### src/rtl/shift_pkg.sv
// Shared definitions for the bus-shifter sequencing controller: datapath width,
// FSM state encoding and the shifter select-line encodings.
package shift_pkg;

    localparam int DATA_W = 8;

    typedef enum logic [1:0] {
        IDLE  = 2'd0,
        SHIFT = 2'd1,
        DONE  = 2'd2
    } state_t;

    // Select order on the bus is {fbus, flbus, frbus}.
    localparam logic [2:0] SEL_PASS = 3'b100;
    localparam logic [2:0] SEL_ROL  = 3'b010;
    localparam logic [2:0] SEL_ROR  = 3'b001;
    localparam logic [2:0] SEL_NONE = 3'b000;

endpackage

### src/rtl/shift_seq_ctrl.sv
// Steps an external combinational bus shifter one bit per clock to perform a
// multi-bit rotate. Optional zero flag output: define SHIFT_SEQ_CTRL_ZFLAG_EN.
module shift_seq_ctrl
    import shift_pkg::*;
(
    input  logic              clk,
    input  logic              rst,
    input  logic              start,
    input  logic              dir,
    input  logic [2:0]        cnt,
    input  logic [DATA_W-1:0] din,
    output logic              busy,
    output logic              done,
    output logic [DATA_W-1:0] dout,
    output logic              cf,
`ifdef SHIFT_SEQ_CTRL_ZFLAG_EN
    output logic              zf,
`endif
    output logic              fbus,
    output logic              flbus,
    output logic              frbus,
    output logic [DATA_W-1:0] sh_a,
    input  logic [DATA_W-1:0] sh_w,
    input  logic              sh_cf
);

    state_t              r_state;
    state_t              w_state_next;
    logic [DATA_W-1:0]   r_work;
    logic                r_dir;
    logic [2:0]          r_cnt;
    logic [2:0]          r_rem;
    logic [DATA_W-1:0]   r_dout;
    logic                r_cf;
    logic [2:0]          w_sel;
    logic                w_last_step;

    assign w_last_step = (r_state == SHIFT) && (r_rem == 3'd1);

    always_comb begin
        w_state_next = r_state;
        w_sel        = SEL_NONE;
        unique case (r_state)
            IDLE: begin
                if (start) begin
                    w_state_next = SHIFT;
                end
            end
            SHIFT: begin
                if (r_cnt == 3'd0) begin
                    w_sel = SEL_PASS;
                end else if (r_dir) begin
                    w_sel = SEL_ROR;
                end else begin
                    w_sel = SEL_ROL;
                end
                if (r_rem == 3'd1) begin
                    w_state_next = DONE;
                end
            end
            DONE: begin
                w_state_next = IDLE;
            end
            default: begin
                w_state_next = IDLE;
            end
        endcase
    end

    // The result is captured on the final shift edge so that dout/cf are
    // already valid during the DONE cycle in which done is asserted.
    always_ff @(posedge clk) begin
        if (rst) begin
            r_state <= IDLE;
            r_work  <= '0;
            r_dir   <= 1'b0;
            r_cnt   <= 3'd0;
            r_rem   <= 3'd0;
            r_dout  <= '0;
            r_cf    <= 1'b0;
        end else begin
            r_state <= w_state_next;
            if (r_state == IDLE && start) begin
                r_work <= din;
                r_dir  <= dir;
                r_cnt  <= cnt;
                r_rem  <= (cnt == 3'd0) ? 3'd1 : cnt;
            end
            if (r_state == SHIFT) begin
                r_work <= sh_w;
                r_rem  <= r_rem - 3'd1;
            end
            if (w_last_step) begin
                r_dout <= sh_w;
                r_cf   <= sh_cf;
            end
        end
    end

`ifdef SHIFT_SEQ_CTRL_ZFLAG_EN
    logic r_zf;

    always_ff @(posedge clk) begin
        if (rst) begin
            r_zf <= 1'b0;
        end else if (w_last_step) begin
            r_zf <= (sh_w == '0);
        end
    end

    assign zf = r_zf;
`endif

    assign busy  = (r_state != IDLE);
    assign done  = (r_state == DONE);
    assign dout  = r_dout;
    assign cf    = r_cf;
    assign sh_a  = r_work;
    assign fbus  = w_sel[2];
    assign flbus = w_sel[1];
    assign frbus = w_sel[0];

endmodule

### config.mk
export PLATFORM = sky130hd
export DESIGN_NAME = shift_seq_ctrl
export DESIGN_NICKNAME = d
export VERILOG_FILES = /design/src/rtl/shift_pkg.sv /design/src/rtl/shift_seq_ctrl.sv
export SDC_FILE = /design/constraint.sdc
export NUM_CORES = 1
export LEC_CHECK = 0
export ABC_AREA = 1
export BUFFER_PORTS_ARGS = -buffer_cell sky130_fd_sc_hd__clkbuf_2
export CORE_MARGIN = 4
export CORE_UTILIZATION = 51
export CTS_CLUSTER_DIAMETER = 120
export DETAILED_ROUTE_END_ITERATION = 16
export PLACE_DENSITY = 0.92
export SLEW_MARGIN = 20
export SYNTH_ARGS = -nofsm -noshare
export SYNTH_HDL_FRONTEND = slang
export SYNTH_SLANG_ARGS = --single-unit
### constraint.sdc
create_clock -name clk -period 3.3 [get_ports clk]
set_input_delay 0.66 -clock clk [delete_from_list [all_inputs] [get_ports clk]]
set_output_delay 0.66 -clock clk [all_outputs]
set_load 0.005 [all_outputs]
==> impl_metrics.yaml <==
global_route:
  grt_use_total_pct: 16.8
  antenna_found_initial: 0
  overflow: 0
  grt_pass1_wl_um: 4430
  grt_max_degree: 22
  grt_pass1_vias: 1099
power:
  power.total_mw: 0.630
  powerDensity_mw_per_mm2: 424
  ir_drop_mv: 0.304
  leakage_nw: 0.851
placement:
  placed_cell_area_mm2: 0.00147
  io_buffers: 45
  place_worst_setup_slack_ns: 1.49
  dp_hpwl_um: 2010
  gp_congestion: 0.837
synth:
  yosysMostFrequentCell: "nand2_1"
  yosys_warnings: 0
  syn-num-nets: 211
  ys_seq_area_share_pct: 42.0
  synthTopCellsByArea: "dfxtp_1 (42%), nand2_1 (23%), inv_1 (7.0%), nor2_1 (7.0%), nand3_1 (5.7%)"
  async_reset_ff_share_pct: 0
  synth_edf_count: 0
  syn_area_mm2: 0.00124
  synth.distinct_cells: 21
  yosysTopAreaCellShare_pct: 42.0
  yosysTopAreaCell: "dfxtp_1"
  postSynthAreaPerCell_um2: 6.70
  ys_top_cells_by_count: "nand2_1 (75), dfxtp_1 (26), inv_1 (23), nor2_1 (23), nand3_1 (14)"
  ys_ff_latch: 26
  syn_inst: 185
  synth-main-ff-cell: "dfxtp_1"
clock_network:
  cts_sinks: 26
  cts-buffers-inserted: 3
  clockBufferDepth: 2
  clkLatencyLatePin_ns: 0.31
  ctsResizeCount: 0
  root_buffer: "clkbuf_4"
  clk_pin_slew_ns: 0.12
  ctsHoldBuffers: 0
  cts_tree: "yes"
  postCtsSetupRepairBufs: 0
  cts-htree-levels: 1
final_layout:
  final_nets: 256
  diodes: 0
  final_area_mm2: 0.00149
  num-fill-cells: 220
  final_layout_size_suffix_gt1_share_pct: 23.7
  final-seq-area_um2: 520
  area_delta_synth_final_pct: 20.0
  multi_input_area_um2: 594
timing:
  tightest_slew_ns: 0.601
  rsz0062_at_grt: "false"
  post-route-period-util_pct: 65.6
  fin_setup_tns_ns: 0
  setup_violations: 0
  period_minus_slack_ns: 2.16
  slew_viol_final: 0
  hold_violations: 0
  setup_slack_ns: 1.14
  slew_headroom_pct: 59.9
  clock-skew-final_ns: 0.00746
  fmax_ghz: 0.462
detailed_routing:
  drtAntennaViolNets: 0
  dr.pass1.iters: 4
  drt_iter0_drc: 34
  drcViolationCount: 0
  wire_per_inst_um: 10.2
  num_vias: 1189
  vias_per_cell: 4.64
  routed_wl_um: 2610
min_path:
  min_from: "r_cnt[0]$_SDFFE_PP0P_"
  hold_path_class: "flip-flop to flip-flop"
floorplan:
  die_w_um: 57.3
  core_mm2: 0.00225
  row_count: 17
  start_util_pct: 55.0
  die-area_mm2: 0.00328
  io-pin-count: 46
  die_h_um: 57.3
critical_path:
  path_cells: "inv_2 -> nor2_4 -> nand2_1 -> nor2_1 -> clkbuf_2"
  crit_start: "r_state[0]$_SDFFE_PP0P_"
  slowest_stage: "dfxtp_1"
  crit_path_start_kind: "flip-flop"
  slowest_delay_ns: 0.50
  cp-end-kind: "output pin"
  critPathArrivalTime_ns: 1.50
  path_buf_inv: 2
  crit_family: "simple AND/OR/NAND/NOR gates"
  worstPathRequired_ns: 2.64
  crit_fanout: 14
  r2r-start: "r_state[0]$_SDFFE_PP0P_"
  crit_type: "flip-flop to output pin"
flow_run:
  max_cap_violations: 0
run_status:
  status: "finished, final reports clean"
## final cells by class
class,instances,area share [%]
well taps,28,2.35
repair buffers,45,15.1
flip-flops and latches,26,35.0
clock buffers,3,1.51
multi-input cells,130,39.9
inverters,24,6.06
## placed cells by master, fill, tap and decap left out, drive strengths merged
cell type / count
and2: 1
ha: 2
inv: 24
nand3: 15
nor2: 25
dfxtp: 26
nand2: 76
a21oi: 6
nand3b: 1
clkbuf: 48
o21ai: 3
nand4: 1
## worst paths after layout
kind	end	slack, ns	cells past startpoint
hold reg to reg	r_cnt[0]$_SDFFE_PP0P_	0.48	2
setup reg to reg	dout[4]$_SDFFE_PP0P_	1.84	6
setup / recovery	flbus	1.14	5
hold / removal	r_cnt[0]$_SDFFE_PP0P_	0.48	2
## where the power goes
part           internal (mW)  switching (mW)
clock network         0.0426          0.0851
logic                 0.0600          0.0886
registers              0.339          0.0152
## flip-flops by register name, summed over array words and instances, names as in the netlist
signal and cells:
cf 1, sh_a 8, r_cnt 3, r_rem 3
r_state 2, r_dir 1, dout 8
## metal layers
layer | track usage [%] | wire (um) | vias to the layer above | share of wire (%)
met4 | 6.29 | 0 | 0 | 0
met3 | 2.94 | 129 | 0 | 4.9
li1 | - | - | 643 | -
met1 | 21.1 | 1200 | 521 | 46
met5 | 0 | 0 | - | 0
met2 | 28.5 | 1290 | 25 | 49
## kinds of logic (layout without fill, tap and decap cells)
family	after synthesis	in the layout	share of synthesized area, %
flops	26	26	42.0
buf+inv	29	72	10.1
fa+ha+maj	2	2	2.02
compound gates	9	9	4.54
simple gates	119	119	41.4
## per-stage QoR
stage               hold WS (ns)  instances  util (%)
floorplan                  0.427        185         -
finish                     0.476        256      66.0
detailed placement         0.455        253      65.0
global placement           0.450        253      65.0
global route               0.485        256      66.0
CTS                        0.474        256      66.0
## worst register-to-register path, stage by stage (launching register included)
cell and delay, ns:
dfxtp_1 0.50, inv_2 0.08, nor2_4 0.29, nand3_4 0.23, nor2_8 0.19, nand2_1 0.08, nand2_1 0.06
No activity file was read; power rests on OpenSTA's default activity.
